`src/rtl/radio_pkg.sv`:
```
// Shared definitions for the radio receive path: word geometry, the position
// of each 2-bit radio field inside a sample word and the alignment FSM encoding.
package radio_pkg;

    // Bits per serial word; bit 0 is transmitted first.
    localparam int WORD_W    = 8;
    localparam int BIT_CNT_W = $clog2(WORD_W);

    // Each radio field is two bits wide. These are the LSB positions of each field in a word.
    localparam int FIELD_W   = 2;
    localparam int R0_I_LSB  = 6;
    localparam int R0_Q_LSB  = 4;
    localparam int R1_I_LSB  = 2;
    localparam int R1_Q_LSB  = 0;

    // Alignment FSM. The member names carry a prefix so they cannot collide
    // with the LOCKED output port of the deserializer.
    typedef enum logic {
        STATE_HUNT   = 1'b0,
        STATE_LOCKED = 1'b1
    } deserState_e;

endpackage

```
`src/rtl/sat_counter.sv`:
```
// Saturating up-counter with a synchronous clear. It stops at all-ones and
// never wraps, so a long run of events still reads as "a lot" and never as a small number.
module sat_counter #(
    parameter int WIDTH = 16
) (
    input  logic             clk_i,
    input  logic             rst_i,
    input  logic             inc_i,
    input  logic             clr_i,
    output logic [WIDTH-1:0] count_o
);

    logic [WIDTH-1:0] count_q;
    logic [WIDTH-1:0] count_d;

    // Next count: clear wins over increment, and the increment holds at all-ones.
    always_comb begin
        count_d = count_q;
        if (clr_i) begin
            count_d = '0;
        end else if (inc_i && (count_q != {WIDTH{1'b1}})) begin
            count_d = count_q + WIDTH'(1);
        end
    end

    // Count register with synchronous active-high reset.
    always_ff @(posedge clk_i) begin
        if (rst_i) begin
            count_q <= '0;
        end else begin
            count_q <= count_d;
        end
    end

    assign count_o = count_q;

endmodule

```
`src/rtl/radio_deserializer.sv`:
```
// Receive-side deserializer for the radio bit stream. It rebuilds 8-bit sample
// words from DATA_IN, LSB first, and uses SYNC_IN for alignment. Each word is
// split into the R0_I/R0_Q/R1_I/R1_Q fields. A hunt/locked FSM tracks
// alignment, and misaligned SYNC pulses are counted for the correlator.
// Optional feature: define RADIO_DESER_WORD_CNT_EN to add the 32-bit WORD_CNT
// output, which counts every emitted word.
module radio_deserializer
    import radio_pkg::*;
#(
    parameter int ERR_CNT_W      = 16,
    parameter int MAX_FREE_WORDS = 64
) (
    input  logic                 SYS_CLK,
    input  logic                 SYS_RST,
    input  logic                 DATA_IN,
    input  logic                 SYNC_IN,
    output logic [WORD_W-1:0]    WORD_OUT,
    output logic                 WORD_VALID,
    output logic [FIELD_W-1:0]   R0_I,
    output logic [FIELD_W-1:0]   R0_Q,
    output logic [FIELD_W-1:0]   R1_I,
    output logic [FIELD_W-1:0]   R1_Q,
    output logic                 LOCKED,
    output logic [ERR_CNT_W-1:0] SYNC_ERR_CNT
`ifdef RADIO_DESER_WORD_CNT_EN
    ,
    output logic [31:0]          WORD_CNT
`endif
);

    // The free-word counter only has to reach MAX_FREE_WORDS. When the
    // timeout is disabled (value 0), the counter is kept at a single idle bit.
    localparam int FREE_W = (MAX_FREE_WORDS > 0) ? $clog2(MAX_FREE_WORDS + 1) : 1;
    localparam logic [FREE_W-1:0]    FREE_LIMIT = FREE_W'(MAX_FREE_WORDS);
    localparam logic [BIT_CNT_W-1:0] LAST_BIT   = BIT_CNT_W'(WORD_W - 1);

    deserState_e          state_q,     state_d;
    logic [BIT_CNT_W-1:0] bitCnt_q,    bitCnt_d;
    logic [WORD_W-1:0]    shift_q,     shift_d;
    logic [WORD_W-1:0]    wordOut_q,   wordOut_d;
    logic                 wordValid_q, wordValid_d;
    logic [FREE_W-1:0]    freeCnt_q,   freeCnt_d;
    logic                 syncErrInc;

    // Next-state logic for the alignment FSM, the bit assembly and the word output.
    always_comb begin
        state_d     = state_q;
        bitCnt_d    = bitCnt_q;
        shift_d     = shift_q;
        wordOut_d   = wordOut_q;
        wordValid_d = 1'b0;
        freeCnt_d   = freeCnt_q;
        syncErrInc  = 1'b0;

        case (state_q)
            STATE_HUNT: begin
                // Ignore the line until a SYNC marks bit 0 of a word. The word
                // started here counts as the first free-running word.
                if (SYNC_IN) begin
                    shift_d    = '0;
                    shift_d[0] = DATA_IN;
                    bitCnt_d   = BIT_CNT_W'(1);
                    freeCnt_d  = '0;
                    state_d    = STATE_LOCKED;
                end
            end

            STATE_LOCKED: begin
                if (SYNC_IN && (bitCnt_q != '0)) begin
                    // A SYNC in the middle of a word means the transmitter
                    // restarted. Drop the partial word and realign here.
                    syncErrInc = 1'b1;
                    shift_d    = '0;
                    shift_d[0] = DATA_IN;
                    bitCnt_d   = BIT_CNT_W'(1);
                end else begin
                    if (SYNC_IN) begin
                        freeCnt_d = '0;
                    end
                    shift_d[bitCnt_q] = DATA_IN;
                    if (bitCnt_q == LAST_BIT) begin
                        bitCnt_d    = '0;
                        wordOut_d   = shift_d;
                        wordValid_d = 1'b1;
                        if (MAX_FREE_WORDS != 0) begin
                            freeCnt_d = freeCnt_d + FREE_W'(1);
                            if (freeCnt_d == FREE_LIMIT) begin
                                state_d = STATE_HUNT;
                            end
                        end
                    end else begin
                        bitCnt_d = bitCnt_q + BIT_CNT_W'(1);
                    end
                end
            end

            default: begin
                state_d = STATE_HUNT;
            end
        endcase
    end

    // State and datapath registers. The synchronous reset also discards any partial word.
    always_ff @(posedge SYS_CLK) begin
        if (SYS_RST) begin
            state_q     <= STATE_HUNT;
            bitCnt_q    <= '0;
            shift_q     <= '0;
            wordOut_q   <= '0;
            wordValid_q <= 1'b0;
            freeCnt_q   <= '0;
        end else begin
            state_q     <= state_d;
            bitCnt_q    <= bitCnt_d;
            shift_q     <= shift_d;
            wordOut_q   <= wordOut_d;
            wordValid_q <= wordValid_d;
            freeCnt_q   <= freeCnt_d;
        end
    end

    sat_counter #(
        .WIDTH (ERR_CNT_W)
    ) u_syncErrCnt (
        .clk_i   (SYS_CLK),
        .rst_i   (SYS_RST),
        .inc_i   (syncErrInc),
        .clr_i   (1'b0),
        .count_o (SYNC_ERR_CNT)
    );

`ifdef RADIO_DESER_WORD_CNT_EN
    logic [31:0] wordCnt_q;

    // Word counter. It steps on the same edge that loads WORD_OUT, so it
    // already includes the word being presented. It wraps naturally.
    always_ff @(posedge SYS_CLK) begin
        if (SYS_RST) begin
            wordCnt_q <= '0;
        end else if (wordValid_d) begin
            wordCnt_q <= wordCnt_q + 32'd1;
        end
    end

    assign WORD_CNT = wordCnt_q;
`endif

    assign WORD_OUT   = wordOut_q;
    assign WORD_VALID = wordValid_q;
    assign R0_I       = wordOut_q[R0_I_LSB +: FIELD_W];
    assign R0_Q       = wordOut_q[R0_Q_LSB +: FIELD_W];
    assign R1_I       = wordOut_q[R1_I_LSB +: FIELD_W];
    assign R1_Q       = wordOut_q[R1_Q_LSB +: FIELD_W];
    assign LOCKED     = (state_q == STATE_LOCKED);

endmodule

```
`config.mk`:
```
export PLATFORM = sky130hd
export DESIGN_NAME = radio_deserializer
export DESIGN_NICKNAME = d
export VERILOG_FILES = /design/src/rtl/radio_pkg.sv /design/src/rtl/sat_counter.sv /design/src/rtl/radio_deserializer.sv
export SDC_FILE = /design/constraint.sdc
export NUM_CORES = 1
export LEC_CHECK = 0
export ABC_AREA = 1
export CAP_MARGIN = 5
export CELL_PAD_IN_SITES_DETAIL_PLACEMENT = 1
export CELL_PAD_IN_SITES_GLOBAL_PLACEMENT = 2
export CORE_MARGIN = 4
export CORE_UTILIZATION = 28
export CTS_BUF_LIST = sky130_fd_sc_hd__clkbuf_4 sky130_fd_sc_hd__clkbuf_8
export DETAILED_ROUTE_END_ITERATION = 10
export HOLD_SLACK_MARGIN = 0.1
export PLACE_DENSITY = 0.81
export SETUP_SLACK_MARGIN = 0.1
export SLEW_MARGIN = 10
export SYNTH_ARGS = -nofsm -noshare
export SYNTH_HDL_FRONTEND = slang
export SYNTH_HIERARCHICAL = 1
export SYNTH_SLANG_ARGS = --single-unit
```
`constraint.sdc`:
```
create_clock -name SYS_CLK -period 1.88 [get_ports SYS_CLK]
set_clock_uncertainty 0.2 [all_clocks]
set_input_delay 0.376 -clock SYS_CLK [delete_from_list [all_inputs] [get_ports SYS_CLK]]
set_output_delay 0.376 -clock SYS_CLK [all_outputs]
set_load 0.02 [all_outputs]
```
---- Word level (Yosys, flattened, before mapping) ----
Cells that the tools add are included.
storage, ports and cells
  bits in registers ....................... 44
  input bits .............................. 4
  output and inout port bits .............. 34
operators by class
  mux-type cells .......................... 24
  reduce and logical (&&, ||, !) cells .... 6
  add/subtract/negate cells ............... 3
  bitwise logic cells ..................... 2
  equality and inequality tests ........... 5
  $lt $le $gt $ge ......................... 2
operator list
  kind                   number
  $mux 7                 5
  $add 16x1->16 const B  1
  $mux 8                 2
  $ne 16x16->1 const B   1
  $pmux 8 s2             1
  $pmux 7 s2             1
  $mux 3                 3
  $bwmux 8               1
  $mux 1                 8
  $add 7x1->7 const B    1
  $eq 7x7->1 const B     1
  $pmux 3 s2             1
  $lt 3x4->1 const B     1
  $ne 2x2->1 const B     2
  $add 3x1->3 const B    1
  $demux 1 s3            1
  $eq 3x3->1 const B     1
  $ge 3x1->1 const B     1
  $logic_and 1x1->1      3
  $reduce_and 3->1       1
  $reduce_bool 3->1      1
  $reduce_or 3->1        1
  $not 1->1              2
  $pmux 1 s2             1

---- Logic depth before layout (Yosys ltp) ----
  word-level depth ........................ 10
  depth in mapped cells ................... 14

---- Modules after synthesis ----
Netlist, hierarchy kept.
by module, submodules not included
  module              cells an instance  area an instance (µm²)  times used
  radio_deserializer  215                1491.4                  1
  sat_counter         156                1004.7                  1

---- Worst setup path after synthesis ----
OpenSTA, ideal clock, no wires.
  path kind ............................... flip-flop to flip-flop
  start point ............................. register bitCnt_q[0]
  end point ............................... register u_syncErrCnt.count_q[14], in the netlist u_syncErrCnt/count_o[14]
  clock period less this slack ............ 2.064 ns
  cell stages (with the launch flop) ...... 15
  data required time ...................... 1.565 ns
  setup slack ............................. -0.184 ns
  path buffers ............................ 0
  data arrival time ....................... 1.749 ns
  cell sequence ........................... dfxtp_1 inv_1 ha_1 nand2_2 nand2_2 inv_4 nand2_4 inv_1 inv_2 nor2_1 nand2_1 nor2_1 nand3_1 nand2_1 nor2_1
on the way
  word-level cells in the longest chain between the ends .. 5
ends and longest elaborated chain
  what                    RTL line                   source
  start, declared         radio_deserializer.sv:38   logic [BIT_CNT_W-1:0] bitCnt_q, bitCnt_d;
  start signal, assigned  radio_deserializer.sv:114  bitCnt_q <= bitCnt_d;
  $reduce_bool 3->1       radio_deserializer.sv:69   if (SYNC_IN && (bitCnt_q != '0)) begin
  $logic_and 1x1->1       radio_deserializer.sv:69
  $mux 1                  radio_deserializer.sv:69
  $mux 1                  radio_deserializer.sv:55   case (state_q)
  via syncErrInc          radio_deserializer.sv:43   logic syncErrInc;
  $logic_and 1x1->1       sat_counter.sv:21          end else if (inc_i && (count_q != {WIDTH{1'b1}})) begin
  end signal, assigned    sat_counter.sv:31          count_q <= count_d;
  end, declared           sat_counter.sv:13          logic [WIDTH-1:0] count_q;
The timed path passes the listed nets, and every way through them passes these cells.
A chain may end at the register's enable or synchronous reset.

---- Worst setup path in the final report ----
  start point ............................. register bitCnt_q[0]
  end point ............................... register u_syncErrCnt.count_q[8], in the netlist u_syncErrCnt/count_o[8]
The elaborated chain is that of the path after synthesis.

==> metrics.sh <==
STATUS='complete, no violations'
DRT-INITIAL-DRC-COUNT=88
DESIGN.FINAL.NETS=443
HTREEDEPTH=2
ROUTABILITYCONGESTION=0.8065
TIMING.FINAL.HOLD_VIOLATIONS=0
ROUTED_WL_UM=6932
NUMCTSBUFFERS=5
POWER_CONSUMPTION_mW=1.904
GLOBAL_ROUTE_TRACK_USAGE_ON_MET2_PCT=24.33
CLASS_OF_THE_MOST_CRITICAL_SETUP_PATH='reg -> reg'
ROWS=34
VIA_COUNT_OF_THE_FIRST_GLOBAL_ROUTING_PASS=2489
POST_DRT_WL_PER_CELL_UM=12.77
GRTUSAGETOTAL_PCT=13.75
GR-TOTAL-OVERFLOW=0
POST-PLACE-CELLS=528
CTS_TREE='done'
CP_MAX_FO=4
CLOCK_SINKS=44
MAX-CAP-VIOLATIONS=0
PLACED_CELL_AREA_MM2=0.003126
NETLIST.TOP_CELL.BY_AREA='sky130_fd_sc_hd__dfxtp_1'
FLOW.AREA_GROWTH_FROM_SYNTHESIS_PCT=34.79
CP_TOP_FAMILY='simple AND/OR/NAND/NOR gates'
SYN_INST=371
POWER.STATIC_LEAKAGE_nW=1.530
SETUP_TNS_NS=0
PORT_BUFFERS=37
DIE_WIDTH_UM=102.4
TIMING.HOLD.WORST.CLASS='reg -> reg'
FINAL_LAYOUT_FILL_CELL_COUNT=1122
START_UTIL_PCT=28.76
CRITICAL-PATH-TOP-CELL-BY-COUNT='sky130_fd_sc_hd__nand2_4'
GRT_FIRST_PASS_WIRELENGTH_UM=11650
SYNTH.NET_COUNT=380
FP.COREAREA_MM2=0.008678
NUMBER_OF_SEARCH_AND_REPAIR_ITERATIONS_IN_THE_FIRST_DETAILED_ROUTING_PASS=4
POWER.IR.VDD_WORST_uV=361.7
CRITPATHBUFINV=4
ANTENNA_CELLS=0
INITIAL_ANTENNA_VIOLATION_COUNT=0
SYNTH.YOSYS.SEQ_AREA_SHARE_PCT=35.29
TIMING_MAX_TRANSITION_VIOLATIONS_FINAL=0
LAYOUT-DRIVE-GT1-SHARE_PCT=24.83
FINAL_ANTENNA_NET_COUNT=0
CLOCK.FMAX_MHz=566.8
CPMAXSTAGEDELAYCELL='sky130_fd_sc_hd__dfxtp_4'
POST-ROUTE-CELL-AREA_MM2=0.003364
DIE_Y_UM=102.4
GRT_SETUP_UNREPAIRED='yes'
CRITICAL_PATH.STARTPOINT_TYPE='flip-flop'
WORST-R2R-SETUP-SLACK_NS=0.12
SYN-MEAN-INSTANCE-AREA_UM2=6.728
YS_FF_LATCH=44
BOUNDARYPINS=38
GRT_START_MAX_NET_PINS=17
POSTLAYOUTCOREUTIL_PCT=38.77
CLOCK_TREE.BUFFER_DEPTH=2
GRT_BUSIEST_LAYER='met2'
NUM_VIAS=2520
CRIT_CHAIN='inv_4 -> ha_4 -> nand2_4 -> nand2_4 -> inv_4 -> nand2_4 -> inv_6 -> inv_6 -> nor2_4 -> and2_4 -> nand3_1 -> nand2_1 -> nor2_1'
DRC_VIOLATIONS_LEFT=0
POST-ROUTE-MIN-PERIOD_NS=1.764
NUMBER_OF_NON_FILLER_INSTANCES_IN_THE_COMPLETED_LAYOUT=543
SYNTH_CELL_TYPE_COUNT=30
CRIT_REQUIRED_NS=1.88
SYNTH.TOP_CELLS.BY_AREA='sky130_fd_sc_hd__dfxtp_1 (35%), sky130_fd_sc_hd__nand2_1 (14%), sky130_fd_sc_hd__nor2_1 (9.3%), sky130_fd_sc_hd__nand3_1 (6.0%), sky130_fd_sc_hd__o21ai_0 (5.0%)'
CTSROOTBUFFERMASTER='sky130_fd_sc_hd__clkbuf_8'
SYNTH_WARNINGS=6
WORSTPATHARRIVAL_NS=1.76
VIAS_PER_CELL=4.641
WORST_SETUP_PATH_END_KIND='flip-flop'
DIEAREA_MM2=0.01049
GRT.MET3_USAGE_PCT=2.526
CP_SLOWEST_STAGE_DELAY_NS=0.38
WORST_SKEW_PAIR.LATE_LATENCY_NS=0.30
POST_SYNTH_INSTANCE_AREA_MM2=0.002496
SYNTH.TOP_CELL.AREA_SHARE_PCT=35.29
PERIOD_SHARE_PCT=93.85
POWER-PER-CELL-AREA_mW_PER_MM2=565.8
GRT_UTIL_MET1_PCT=17.32
FINALSETUPVIOLATIONS=0
CLK_PIN_SLEW_NS=0.10
HOLD_BUFS_AT_CTS=0
DP.FINAL_HPWL_UM=5311
==> per-layer routing <==
metal / wire length [um] / vias to the layer above
li1: - / 1297
met1: 3155 / 1198
met2: 3586 / 20
met3: 138 / 5
met4: 51 / 0
met5: 0 / -
==> repair_timing <==
action / 4_1_cts / 5_1_grt
pin swaps: 7 / 13
resized for setup: 39 / 27
setup buffers: 4 / 3
setup endpoints to repair: 41 / 26
==> synthesized netlist by cell type <==
master,n
sky130_fd_sc_hd__nand2_1,96
sky130_fd_sc_hd__o21ai_1,1
sky130_fd_sc_hd__a21oi_1,21
sky130_fd_sc_hd__nor2_4,5
sky130_fd_sc_hd__nand2_4,3
sky130_fd_sc_hd__nand3_1,30
sky130_fd_sc_hd__o21ai_0,25
sky130_fd_sc_hd__dfxtp_1,44
sky130_fd_sc_hd__nand3_2,2
sky130_fd_sc_hd__nand4_1,1
sky130_fd_sc_hd__nand3b_1,1
sky130_fd_sc_hd__o211ai_1,1
sky130_fd_sc_hd__nor2_8,1
sky130_fd_sc_hd__inv_1,26
sky130_fd_sc_hd__nor2_2,7
sky130_fd_sc_hd__buf_6,3
sky130_fd_sc_hd__nand4_4,1
sky130_fd_sc_hd__and3_2,1
sky130_fd_sc_hd__inv_2,8
sky130_fd_sc_hd__conb_1,1
sky130_fd_sc_hd__and2_2,1
sky130_fd_sc_hd__clkbuf_1,2
sky130_fd_sc_hd__nor2_1,62
sky130_fd_sc_hd__nand2_2,8
sky130_fd_sc_hd__inv_4,2
sky130_fd_sc_hd__buf_4,8
sky130_fd_sc_hd__nand3_4,1
sky130_fd_sc_hd__ha_1,5
sky130_fd_sc_hd__a31oi_1,2
sky130_fd_sc_hd__a21oi_2,2
==> report_power, final <==
part / total, mW / switching [mW] / internal (mW) / leakage [nW]
clock network: 0.758 / 0.363 / 0.394 / 0.0541
registers: 0.952 / 0.00981 / 0.942 / 0.357
logic: 0.194 / 0.112 / 0.0824 / 1.12
total: 1.90 / 0.485 / 1.42 / 1.53
==> metrics by stage <==
step                hold slack, ns  setup slack (ns)
global route                0.2834          -0.01927
CTS                         0.2711           0.09714
detailed placement          0.2561           -0.2117
global placement            0.2519           -0.1917
floorplan                   0.2384            0.1072
finish                      0.2676            0.1156
==> flip-flops by register name, indices dropped and copies added (netlist names) <==
register and count:
u_syncErrCnt/count_o 16, bitCnt_q 3, shift_q 8, LOCKED 1, WORD_VALID 1, WORD_OUT 8, freeCnt_q 7
==> path summary, 6_finish.rpt <==
kind               startpoint                       to  depth (start not counted)
setup / recovery  bitCnt_q[0]  u_syncErrCnt/count_o[8]                         13
hold / removal     shift_q[4]               shift_q[4]                          2
hold reg to reg    shift_q[4]               shift_q[4]                          2
setup reg to reg  bitCnt_q[0]  u_syncErrCnt/count_o[8]                         13
==> cell type report <==
cell class | instances | area (um2) | area share (%)
inverters | 36 | 152.6 | 4.537
clock buffers | 5 | 68.82 | 2.045
clock inverters | 3 | 42.54 | 1.264
multi-input cells | 278 | 1496 | 44.48
repair buffers | 69 | 580.6 | 17.26
well taps | 108 | 135.1 | 4.016
flip-flops and latches | 44 | 888.4 | 26.40
==> layout by cell type (no fill, tap or decap), types with 4 or more instances in the layout <==
master,count
sky130_fd_sc_hd__inv_2,9
sky130_fd_sc_hd__nand3_2,4
sky130_fd_sc_hd__o21ai_0,25
sky130_fd_sc_hd__buf_4,31
sky130_fd_sc_hd__dfxtp_1,40
sky130_fd_sc_hd__clkbuf_8,5
sky130_fd_sc_hd__dlygate4sd2_1,34
sky130_fd_sc_hd__nor2_1,53
sky130_fd_sc_hd__inv_1,22
sky130_fd_sc_hd__nand3_1,27
sky130_fd_sc_hd__nand2_4,6
sky130_fd_sc_hd__nor2_2,9
sky130_fd_sc_hd__a21oi_1,20
sky130_fd_sc_hd__nand2_2,8
sky130_fd_sc_hd__nor2_4,12
sky130_fd_sc_hd__nand2_1,93
==> cells by family (layout without fill, tap and decap cells) <==
kind of cell               Yosys count  in the layout  share of synthesized area, %
other                                1              1                        0.1502
buffers and inverters               49            113                         9.674
AOI/OAI and AO/OA                   52             52                         10.93
adders and majority gates            5              5                         2.506
DFF                                 44             44                         35.29
and+or+nand+nor                    220            220                         41.45
==> worst reg2reg max path, delay by kind of cell, from the launching register on <==
family,cells,cell delay (ns)
adder cells (fa/ha/maj),1,0.15
AND/OR/NAND/NOR,8,0.72
buffers and inverters,4,0.22
flip-flops,1,0.38
No activity file was read; power rests on OpenSTA's default activity.
